## src/rtl/decode_pipeline_if.sv

```systemverilog
// Bundle between fetch/writeback and the decode stage, plus the registered D/E outputs.
// The master drives D-stage and writeback inputs; the slave (decode) drives the E-stage outputs.
interface decode_pipeline_if;
    logic [31:0] Instr_D;
    logic [31:0] PC_D;
    logic [31:0] PCPlusD;
    logic        RegWrite_W;
    logic [4:0]  RD_W;
    logic [31:0] Result_W;
    logic        Flush_E;

    logic        RegWrite_E;
    logic        MemWrite_E;
    logic        Branch_E;
    logic        ALUSrc_E;
    logic        ResultSrc_E;
    logic [2:0]  ALUControl_E;
    logic [31:0] RD1_E;
    logic [31:0] RD2_E;
    logic [31:0] Imm_Ext_E;
    logic [31:0] PC_E;
    logic [31:0] PCPlusE;
    logic [4:0]  RS1_E;
    logic [4:0]  RS2_E;
    logic [4:0]  RD_E;

    modport master (
        output Instr_D, PC_D, PCPlusD, RegWrite_W, RD_W, Result_W, Flush_E,
        input  RegWrite_E, MemWrite_E, Branch_E, ALUSrc_E, ResultSrc_E, ALUControl_E,
        input  RD1_E, RD2_E, Imm_Ext_E, PC_E, PCPlusE, RS1_E, RS2_E, RD_E
    );

    modport slave (
        input  Instr_D, PC_D, PCPlusD, RegWrite_W, RD_W, Result_W, Flush_E,
        output RegWrite_E, MemWrite_E, Branch_E, ALUSrc_E, ResultSrc_E, ALUControl_E,
        output RD1_E, RD2_E, Imm_Ext_E, PC_E, PCPlusE, RS1_E, RS2_E, RD_E
    );
endinterface

```

## src/rtl/decode_pipeline.sv

```systemverilog
// RV32 subset decode stage: register file with write-read bypass, control/immediate decode,
// and the D/E pipeline register with flush.
module decode_pipeline (
    input  logic            clk,
    input  logic            rst,
    decode_pipeline_if.slave io_bus
);
    typedef enum logic [1:0] {ImmNone, ImmI, ImmS, ImmB} imm_src_e;

    logic [31:0] r_regs [32];

    logic [31:0] w_instr;
    logic [6:0]  w_op;
    logic [2:0]  w_f3;
    logic [4:0]  w_rs1;
    logic [4:0]  w_rs2;
    logic [4:0]  w_rd;
    logic        w_wr_en;
    logic [31:0] w_rd1;
    logic [31:0] w_rd2;

    logic        w_regwrite;
    logic        w_alusrc;
    logic        w_memwrite;
    logic        w_resultsrc;
    logic        w_branch;
    logic [1:0]  w_aluop;
    imm_src_e    w_immsrc;
    logic [2:0]  w_aluctrl;
    logic [31:0] w_imm;

    assign w_instr = io_bus.Instr_D;
    assign w_op    = w_instr[6:0];
    assign w_f3    = w_instr[14:12];
    assign w_rs1   = w_instr[19:15];
    assign w_rs2   = w_instr[24:20];
    assign w_rd    = w_instr[11:7];
    assign w_wr_en = io_bus.RegWrite_W && (io_bus.RD_W != 5'd0);

    // Flush does not gate the write: writeback belongs to an older instruction.
    always_ff @(posedge clk or negedge rst) begin
        if (!rst) begin
            for (int i = 0; i < 32; i++) begin
                r_regs[i] <= '0;
            end
        end else if (w_wr_en) begin
            r_regs[io_bus.RD_W] <= io_bus.Result_W;
        end
    end

    always_comb begin
        if (w_rs1 == 5'd0) begin
            w_rd1 = '0;
        end else if (w_wr_en && (io_bus.RD_W == w_rs1)) begin
            w_rd1 = io_bus.Result_W;
        end else begin
            w_rd1 = r_regs[w_rs1];
        end
        if (w_rs2 == 5'd0) begin
            w_rd2 = '0;
        end else if (w_wr_en && (io_bus.RD_W == w_rs2)) begin
            w_rd2 = io_bus.Result_W;
        end else begin
            w_rd2 = r_regs[w_rs2];
        end
    end

    always_comb begin
        w_regwrite  = 1'b0;
        w_alusrc    = 1'b0;
        w_memwrite  = 1'b0;
        w_resultsrc = 1'b0;
        w_branch    = 1'b0;
        w_aluop     = 2'b00;
        w_immsrc    = ImmNone;
        case (w_op)
            7'b0000011: begin
                w_regwrite  = 1'b1;
                w_alusrc    = 1'b1;
                w_resultsrc = 1'b1;
                w_immsrc    = ImmI;
            end
            7'b0100011: begin
                w_alusrc   = 1'b1;
                w_memwrite = 1'b1;
                w_immsrc   = ImmS;
            end
            7'b0110011: begin
                w_regwrite = 1'b1;
                w_aluop    = 2'b10;
            end
            7'b0010011: begin
                w_regwrite = 1'b1;
                w_alusrc   = 1'b1;
                w_aluop    = 2'b10;
                w_immsrc   = ImmI;
            end
            7'b1100011: begin
                w_branch = 1'b1;
                w_aluop  = 2'b01;
                w_immsrc = ImmB;
            end
            default: ;
        endcase
    end

    always_comb begin
        w_aluctrl = 3'b000;
        case (w_aluop)
            2'b01: w_aluctrl = 3'b001;
            2'b10: begin
                case (w_f3)
                    // Only R-type (op[5]=1) with funct7[5] is a subtract; addi never is.
                    3'b000:  w_aluctrl = (w_instr[5] && w_instr[30]) ? 3'b001 : 3'b000;
                    3'b010:  w_aluctrl = 3'b101;
                    3'b110:  w_aluctrl = 3'b011;
                    3'b111:  w_aluctrl = 3'b010;
                    default: w_aluctrl = 3'b000;
                endcase
            end
            default: w_aluctrl = 3'b000;
        endcase
    end

    always_comb begin
        w_imm = '0;
        case (w_immsrc)
            ImmI:    w_imm = {{20{w_instr[31]}}, w_instr[31:20]};
            ImmS:    w_imm = {{20{w_instr[31]}}, w_instr[31:25], w_instr[11:7]};
            ImmB:    w_imm = {{19{w_instr[31]}}, w_instr[31], w_instr[7], w_instr[30:25],
                              w_instr[11:8], 1'b0};
            default: w_imm = '0;
        endcase
    end

    logic        r_regwrite;
    logic        r_memwrite;
    logic        r_branch;
    logic        r_alusrc;
    logic        r_resultsrc;
    logic [2:0]  r_aluctrl;
    logic [31:0] r_rd1;
    logic [31:0] r_rd2;
    logic [31:0] r_imm;
    logic [31:0] r_pc;
    logic [31:0] r_pcplus;
    logic [4:0]  r_rs1;
    logic [4:0]  r_rs2;
    logic [4:0]  r_rd;

    always_ff @(posedge clk or negedge rst) begin
        if (!rst) begin
            r_regwrite  <= 1'b0;
            r_memwrite  <= 1'b0;
            r_branch    <= 1'b0;
            r_alusrc    <= 1'b0;
            r_resultsrc <= 1'b0;
            r_aluctrl   <= '0;
            r_rd1       <= '0;
            r_rd2       <= '0;
            r_imm       <= '0;
            r_pc        <= '0;
            r_pcplus    <= '0;
            r_rs1       <= '0;
            r_rs2       <= '0;
            r_rd        <= '0;
        end else if (io_bus.Flush_E) begin
            r_regwrite  <= 1'b0;
            r_memwrite  <= 1'b0;
            r_branch    <= 1'b0;
            r_alusrc    <= 1'b0;
            r_resultsrc <= 1'b0;
            r_aluctrl   <= '0;
            r_rd1       <= '0;
            r_rd2       <= '0;
            r_imm       <= '0;
            r_pc        <= '0;
            r_pcplus    <= '0;
            r_rs1       <= '0;
            r_rs2       <= '0;
            r_rd        <= '0;
        end else begin
            r_regwrite  <= w_regwrite;
            r_memwrite  <= w_memwrite;
            r_branch    <= w_branch;
            r_alusrc    <= w_alusrc;
            r_resultsrc <= w_resultsrc;
            r_aluctrl   <= w_aluctrl;
            r_rd1       <= w_rd1;
            r_rd2       <= w_rd2;
            r_imm       <= w_imm;
            r_pc        <= io_bus.PC_D;
            r_pcplus    <= io_bus.PCPlusD;
            r_rs1       <= w_rs1;
            r_rs2       <= w_rs2;
            r_rd        <= w_rd;
        end
    end

    assign io_bus.RegWrite_E   = r_regwrite;
    assign io_bus.MemWrite_E   = r_memwrite;
    assign io_bus.Branch_E     = r_branch;
    assign io_bus.ALUSrc_E     = r_alusrc;
    assign io_bus.ResultSrc_E  = r_resultsrc;
    assign io_bus.ALUControl_E = r_aluctrl;
    assign io_bus.RD1_E        = r_rd1;
    assign io_bus.RD2_E        = r_rd2;
    assign io_bus.Imm_Ext_E    = r_imm;
    assign io_bus.PC_E         = r_pc;
    assign io_bus.PCPlusE      = r_pcplus;
    assign io_bus.RS1_E        = r_rs1;
    assign io_bus.RS2_E        = r_rs2;
    assign io_bus.RD_E         = r_rd;
endmodule

```

## src/flat_wrapper.sv

```systemverilog
// flat-port wrapper written by rule: the top's interface ports become plain ports
module decode_pipeline_flat 
  (clk, rst, io_bus_Instr_D, io_bus_PC_D, io_bus_PCPlusD, io_bus_RegWrite_W, io_bus_RD_W, io_bus_Result_W, io_bus_Flush_E, io_bus_RegWrite_E, io_bus_MemWrite_E, io_bus_Branch_E, io_bus_ALUSrc_E, io_bus_ResultSrc_E, io_bus_ALUControl_E, io_bus_RD1_E, io_bus_RD2_E, io_bus_Imm_Ext_E, io_bus_PC_E, io_bus_PCPlusE, io_bus_RS1_E, io_bus_RS2_E, io_bus_RD_E);
  decode_pipeline_if io_bus_i ();
  input  logic clk;
  input  logic rst;
  input wire logic [$bits(io_bus_i.Instr_D)-1:0] io_bus_Instr_D;
  input wire logic [$bits(io_bus_i.PC_D)-1:0] io_bus_PC_D;
  input wire logic [$bits(io_bus_i.PCPlusD)-1:0] io_bus_PCPlusD;
  input wire logic [$bits(io_bus_i.RegWrite_W)-1:0] io_bus_RegWrite_W;
  input wire logic [$bits(io_bus_i.RD_W)-1:0] io_bus_RD_W;
  input wire logic [$bits(io_bus_i.Result_W)-1:0] io_bus_Result_W;
  input wire logic [$bits(io_bus_i.Flush_E)-1:0] io_bus_Flush_E;
  output wire logic [$bits(io_bus_i.RegWrite_E)-1:0] io_bus_RegWrite_E;
  output wire logic [$bits(io_bus_i.MemWrite_E)-1:0] io_bus_MemWrite_E;
  output wire logic [$bits(io_bus_i.Branch_E)-1:0] io_bus_Branch_E;
  output wire logic [$bits(io_bus_i.ALUSrc_E)-1:0] io_bus_ALUSrc_E;
  output wire logic [$bits(io_bus_i.ResultSrc_E)-1:0] io_bus_ResultSrc_E;
  output wire logic [$bits(io_bus_i.ALUControl_E)-1:0] io_bus_ALUControl_E;
  output wire logic [$bits(io_bus_i.RD1_E)-1:0] io_bus_RD1_E;
  output wire logic [$bits(io_bus_i.RD2_E)-1:0] io_bus_RD2_E;
  output wire logic [$bits(io_bus_i.Imm_Ext_E)-1:0] io_bus_Imm_Ext_E;
  output wire logic [$bits(io_bus_i.PC_E)-1:0] io_bus_PC_E;
  output wire logic [$bits(io_bus_i.PCPlusE)-1:0] io_bus_PCPlusE;
  output wire logic [$bits(io_bus_i.RS1_E)-1:0] io_bus_RS1_E;
  output wire logic [$bits(io_bus_i.RS2_E)-1:0] io_bus_RS2_E;
  output wire logic [$bits(io_bus_i.RD_E)-1:0] io_bus_RD_E;
  assign io_bus_i.Instr_D = io_bus_Instr_D;
  assign io_bus_i.PC_D = io_bus_PC_D;
  assign io_bus_i.PCPlusD = io_bus_PCPlusD;
  assign io_bus_i.RegWrite_W = io_bus_RegWrite_W;
  assign io_bus_i.RD_W = io_bus_RD_W;
  assign io_bus_i.Result_W = io_bus_Result_W;
  assign io_bus_i.Flush_E = io_bus_Flush_E;
  assign io_bus_RegWrite_E = io_bus_i.RegWrite_E;
  assign io_bus_MemWrite_E = io_bus_i.MemWrite_E;
  assign io_bus_Branch_E = io_bus_i.Branch_E;
  assign io_bus_ALUSrc_E = io_bus_i.ALUSrc_E;
  assign io_bus_ResultSrc_E = io_bus_i.ResultSrc_E;
  assign io_bus_ALUControl_E = io_bus_i.ALUControl_E;
  assign io_bus_RD1_E = io_bus_i.RD1_E;
  assign io_bus_RD2_E = io_bus_i.RD2_E;
  assign io_bus_Imm_Ext_E = io_bus_i.Imm_Ext_E;
  assign io_bus_PC_E = io_bus_i.PC_E;
  assign io_bus_PCPlusE = io_bus_i.PCPlusE;
  assign io_bus_RS1_E = io_bus_i.RS1_E;
  assign io_bus_RS2_E = io_bus_i.RS2_E;
  assign io_bus_RD_E = io_bus_i.RD_E;
  decode_pipeline u_core (.clk(clk), .rst(rst), .io_bus(io_bus_i));
endmodule
```

## config.mk

```make
export PLATFORM = sky130hd
export DESIGN_NAME = decode_pipeline_flat
export DESIGN_NICKNAME = d
export VERILOG_FILES = /design/src/rtl/decode_pipeline_if.sv /design/src/rtl/decode_pipeline.sv /design/src/flat_wrapper.sv
export SDC_FILE = /design/constraint.sdc
export NUM_CORES = 2
export LEC_CHECK = 0
export CAP_MARGIN = 25
export CORE_ASPECT_RATIO = 1.5
export CORE_UTILIZATION = 55
export DETAILED_ROUTE_END_ITERATION = 10
export PLACE_DENSITY = 0.84
export SYNTH_ARGS = -nofsm -noshare
export SYNTH_HDL_FRONTEND = slang
export SYNTH_SLANG_ARGS = --single-unit
```

## constraint.sdc

```tcl
create_clock -name clk -period 1.8 [get_ports clk]
set_input_delay 0.45 -clock clk [delete_from_list [all_inputs] [get_ports clk]]
set_output_delay 0.45 -clock clk [all_outputs]
set_load 0.05 [all_outputs]
```

# After elaboration in Yosys (flattened, before gate mapping)
# Index checks and enable logic that the tools add are counted.
[classes]
magnitude_cmp = 4
n_eq_ne = 15
muxes = 38
bitwise_logic = 3
n_reduce_logical = 13
[ops]
columns = ["cell", "count"]
rows = [
  ["$bwmux 1024", 1],
  ["$mux 32", 14],
  ["$bmux 32 s5", 2],
  ["$demux 32 s5", 1],
  ["$pmux 32 s3", 1],
  ["$ge 6x6->1 const B", 3],
  ["$not 5->6", 3],
  ["$mux 5", 3],
  ["$eq 7x6->1 const B", 2],
  ["$pmux 3 s4", 1],
  ["$mux 1", 11],
  ["$eq 5x5->1", 2],
  ["$logic_not 5->1", 2],
  ["$eq 7x2->1 const B", 1],
  ["$eq 7x5->1 const B", 1],
  ["$eq 7x7->1 const B", 1],
  ["$eq 2x2->1 const B", 3],
  ["$eq 3x3->1 const B", 2],
  ["$lt 6x1->1 const B", 1],
  ["$pmux 2 s3", 1],
  ["$pmux 3 s2", 1],
  ["$reduce_or 3->1", 2],
  ["$logic_and 1x1->1", 5],
  ["$reduce_bool 5->1", 1],
  ["6 further kinds", 8],
]
[word_totals]
reg_bits = 1207
inputBits = 137
output_inout_bits = 183
elab_cells = 119

# Longest topological paths before layout
[logic_depth]
word_depth = 7
mapped_depth = 9
depth_no_buf = 7

# Worst setup path before layout
# OpenSTA, ideal clock, no wires.
[synth_path]
path_type = "input to register"
start = "input port io_bus_Instr_D[16]"
end = "register u_core.r_rd1[25], in the netlist u_core.io_bus.RD1_E[25]"
setup_ps = 137
arrival_time_ps = 1842
t_required_ps = 1663
path_slack_ps = -179
path_stages = 7
n_path_buf = 3
path_cell_list = "buf_4 > buf_4 > clkbuf_1 > mux4_2 > a211oi_1 > a22o_1 > a21oi_1"
[synth_between]
elab_chain_cells = 7
word_cells_on_any_way = 10
classes_between = "1 x eq/ne; 6 x mux; 1 x bitwise; 2 x reduce/logical"
[synth_rtl]
columns = ["item", "line", "text"]
rows = [
  ["from (decl)", "flat_wrapper.sv:7", "input wire logic [$bits(io_bus_i.Instr_D)-1:0] io_bus_Instr_D;"],
  ["$not 5->6 (implied by the code)", "decode_pipeline.sv:57", "w_rd1 = r_regs[w_rs1];"],
  ["$bmux 32 s5", "decode_pipeline.sv:57", ""],
  ["$mux 32 (implied by the code) (2 in series)", "decode_pipeline.sv:57", ""],
  ["$mux 32", "decode_pipeline.sv:54", "end else if (w_wr_en && (io_bus.RD_W == w_rs1)) begin"],
  ["$mux 32 (*)", "decode_pipeline.sv:52", "if (w_rs1 == 5'd0) begin"],
  ["$mux 32 (*)", "decode_pipeline.sv:167", "end else if (io_bus.Flush_E) begin"],
  ["to (signal assigned)", "decode_pipeline.sv:189", "r_rd1 <= w_rd1;"],
  ["to (decl)", "decode_pipeline.sv:142", "logic [31:0] r_rd1;"],
]
# Mark *: on every way between the ends. The rest lies on a longest branch, timed or not. The select of a mux whose other input is x is not followed.
# A chain may end at the register's enable or synchronous reset.

==> impl_summary.md <==
Outcome
The run finished, with violations left. The final reports fail on setup timing.

Critical path
The register-to-register setup slack is 0.03 ns. STA classifies the critical path startpoint as a flip-flop. The launching element of the worst setup path is u_core.io_bus.Imm_Ext_E[30]. STA puts the critical path data required time at 1.35 ns. The worst setup path is of the flip-flop to output pin kind. The startpoint of the most critical register-to-register path is u_core.r_regs[830].

The critical path capture point type is an output pin. Of all nets on the critical path, the largest fanout is 5. The worst register-to-register path ends at u_core.io_bus.RD1_E[30]. The data arrival time of the critical path is 1.55 ns. The worst register-to-register path has a depth of 5.

Timing
Setup repair after global routing could not meet its margin everywhere. At the pin with the least slew margin, the transition time is 0.526 ns. The smallest setup slack after layout is -0.201 ns. The worst relative slew slack is 64.8%. The final worst hold slack is 0.0794 ns. The maximum clock skew at final layout is 0.0311 ns. The hold violation count in the final report is 0.

The post-layout minimum cycle time is 2.00 ns. Setup violations remaining at the end of the flow were counted as 51. The count of pins over their slew limit is 0. The period utilization is 111%. Derived from the worst setup path, the maximum achievable clock frequency is 500 MHz.

Floorplan
Once the floorplan was initialized, standard cells occupied 55.5% of the core. The total core area is 110000 µm². The total die area is 112000 µm². For this design the top-level I/O count stands at 320.

The die height is 410 µm. The chip width is 274 µm. After floorplanning, the core was divided into 149 placement rows.

Logic synthesis
The synthesized netlist devotes 0.144% of its cell area to XOR and XNOR gates. Yosys mapped a number of flops with a built-in enable equal to 0. The sequential share of the synthesized area is 48.8%. The Yosys step of the flow raised 0 warnings. Dividing the synthesized area by the synthesized cell count gives 12.8 µm². In this run, distinct cell masters in the synthesized netlist total 46. The largest family of logic cells by synthesized area is multiplexers. Counting every instance in the synthesized netlist gives 4770.

The dominant synthesized flop cell is sky130_fd_sc_hd__dfrtp_1. After synthesis, the share of flip-flops with an asynchronous set or reset is 100%. The post-synthesis sequential element count is 1188. The mapped netlist covers 60900 µm². After Yosys synthesis, full adders, half adders and majority gates account for 0.0411% of the synthesized area.

Summing the areas of all and, or, nand and nor instances in the mapped netlist gives 4.72% of the synthesized area. Counting every net in the synthesized netlist gives 4909. The mux cell area share after synthesis is 35.7%. The compound-gate portion of the synthesized area is 6.56%.

GRT
The initial antenna violation count is 6. The wire length of the first global-routing pass is 311000 µm. The number of global-route vias before repair came to 49600. Global routing used 37.4% of the available tracks across all layers. The aggregate global routing overflow is 0.

The maximum number of pins on one net before global-route repair is 93.

Routing
The average via count per standard cell is 7.00. The first-pass iteration count of the detailed router is 8. The detail route stage leaves a number of antenna-violating nets equal to 0. The total number of vias is 47400. After detailed routing, the total wire length is 214000 µm.

The violation count after the first detailed-route iteration is 6023. After detailed routing, the average wire length per cell comes to 31.6 µm. The number of design rule violations left after detail routing is 0.

Cells and area
The fraction of layout instances using a drive strength above 1 is 41.3%. Cells fill 68.5% of the core in the end. The final layout contains 5396 nets. The area growth from synthesis to layout is 23.5%. Leaving out fill and tap cells, the most frequent cells in the layout are 1179 x sky130_fd_sc_hd__dfrtp_1, 985 x sky130_fd_sc_hd__mux2_2, 766 x sky130_fd_sc_hd__mux2i_1. The commonest non-fill, non-tap cell in the layout is sky130_fd_sc_hd__dfrtp_1.

Power
The power share of the sequential group is 46.5%. The power density over the cells is 1010 nW/µm². The part of the power in combinational logic is 21.6%. The power share of the clock group is 31.9%. VDD sags by at most 0.000800 V. The design internal power is 53.1 mW. For this design the static power due to leakage is 34.8 nW. Summed over all nets, the switching power comes to 22.6 mW. The net switching fraction of the power is 29.8%.

Min path
Along the worst hold path, the cell count comes to 2. The startpoint identified for the worst hold timing path is io_bus_Flush_E. The worst hold path terminates at u_core.io_bus.PCPlusE[18]. The worst hold path belongs to the class primary input to flip-flop.

Placed design
The port buffer count is 319. At the end of routability-driven placement, the weighted congestion stood at 0.931. Summed over all nets, the half-perimeter wirelength after detailed placement is 133000 µm. The worst setup slack before clock tree synthesis is -0.969 ns.

Flow run
Max-cap violations in this run came to 0.

Clock network
The number of sinks on the clock net is 1188. TritonCTS built the clock tree. The longest clock path from root to sink contains 3 buffers. The number of clock buffers added by TritonCTS is 107. The cell sitting at the root of the clock tree is a sky130_fd_sc_hd__clkbuf_16. The H-tree generated during clock tree synthesis spans 3 levels. The clock insertion delay at the later pin of the skew report is 0.76 ns. The clock-pin slew of the registers on the worst-case setup and hold paths is 0.06 ns.
[cell families (layout without fill, tap and decap cells)]
kind of cell | Yosys count | in the layout
AO/OA/AOI/OAI | 586 | 586
XOR/XNOR | 10 | 10
adder cells (fa/ha/maj) | 2 | 2
buffers and inverters | 525 | 1092
flip-flops | 1188 | 1188
multiplexers | 1888 | 1888
other | 0 | 2
AND/OR/NAND/NOR | 571 | 571
[cells in the mapped netlist, types with 65 or more instances]
master,number,area (µm²)
sky130_fd_sc_hd__a22o_1,68,596
sky130_fd_sc_hd__a22oi_1,128,961
sky130_fd_sc_hd__nor2b_1,83,519
sky130_fd_sc_hd__mux4_2,128,2880
sky130_fd_sc_hd__nand4_1,128,801
sky130_fd_sc_hd__mux2i_1,766,7670
sky130_fd_sc_hd__a21oi_1,133,666
sky130_fd_sc_hd__clkbuf_1,266,998
sky130_fd_sc_hd__nand2_1,274,1030
sky130_fd_sc_hd__mux2_2,993,11200
sky130_fd_sc_hd__buf_4,67,503
sky130_fd_sc_hd__dfrtp_1,1188,29700
sky130_fd_sc_hd__o21ai_0,65,325
sky130_fd_sc_hd__buf_2,161,806
[critical path: stages (launching register included)]
cell and delay, ns:
sky130_fd_sc_hd__dfrtp_2 0.45, sky130_fd_sc_hd__clkbuf_16 0.19, sky130_fd_sc_hd__buf_12 0.15
[power by group through the flow]
stage	clock network, mW	logic, mW	registers (mW)
6_report	24.2	16.4	35.2
5_1_grt	25.2	17.3	35.5
4_1_cts	24.1	15.9	34.8
3_5_place_dp	0	15.4	35.1
3_3_place_gp	0	14.9	34.7
2_1_floorplan	0	9.88	34.8
[cell type report]
type	instances	area, µm²
diodes	2	5.00
clock buffers	155	3180
clock inverters	34	460
fillers	6942	34600
inverters	5	18.8
multi-input cells	3057	29500
flip-flops and latches	1188	29700
well taps	1434	1790
repair buffers	898	10500
[what timing repair did]
item	4_1_cts	5_1_grt
hold buffers	1	0
pin swaps	32	15
endpoints found under the hold margin	88	0
setup buffers	19	12
setup endpoints to repair	357	171
resized for setup	130	70
gates cloned	9	7
[worst max-delay path by stage]
stage	depth (start not counted)	slack, ns	end
after floorplan	8	-0.06	u_core.io_bus.RD1_E[10]
final	2	-0.20	io_bus_Imm_Ext_E[16]
after detailed placement	7	-0.97	u_core.r_regs[629]
after CTS	2	-0.24	io_bus_Imm_Ext_E[23]
after global routing	2	-0.21	io_bus_Imm_Ext_E[21]
after global placement	7	-0.97	u_core.r_regs[627]
[metal layers]
layer  vias up  part of all wire [%]  global-route usage, %
li1      18600                     -                      -
met1     23900                    34                   43.4
met2      3666                    46                   58.3
met3      1191                    11                   9.61
met4         4                   9.1                   30.1
met5         -                 0.015                      0
[state kept, by name (all words and copies together) (netlist names)]
| signal | count |
|---|---|
| u_core.io_bus.RS1_E | 5 |
| u_core.r_regs | 1024 |
| u_core.io_bus.RD2_E | 32 |
| u_core.io_bus.MemWrite_E | 1 |
| u_core.io_bus.ALUControl_E | 3 |
| u_core.io_bus.ALUSrc_E | 1 |
| u_core.io_bus.Imm_Ext_E | 13 |
| u_core.io_bus.Branch_E | 1 |
| u_core.io_bus.RD_E | 5 |
| u_core.io_bus.RD1_E | 32 |
| u_core.io_bus.PC_E | 32 |
| u_core.io_bus.RegWrite_E | 1 |
| u_core.io_bus.PCPlusE | 32 |
| u_core.io_bus.RS2_E | 5 |
| u_core.io_bus.ResultSrc_E | 1 |
[per-stage QoR]
step           area [µm²]  instances  TNS [ns]  power, mW
2_1_floorplan       61500       4770     -4.56       44.7
3_3_place_gp        70000       6535   -749.82       49.6
5_1_grt             75200       6773     -4.92       77.9
6_report            75200       6773     -4.68       75.7
3_5_place_dp        70000       6535   -774.41       50.6
4_1_cts             74600       6753     -5.84       74.8
Note: power is estimated with default switching activity, not from simulation.
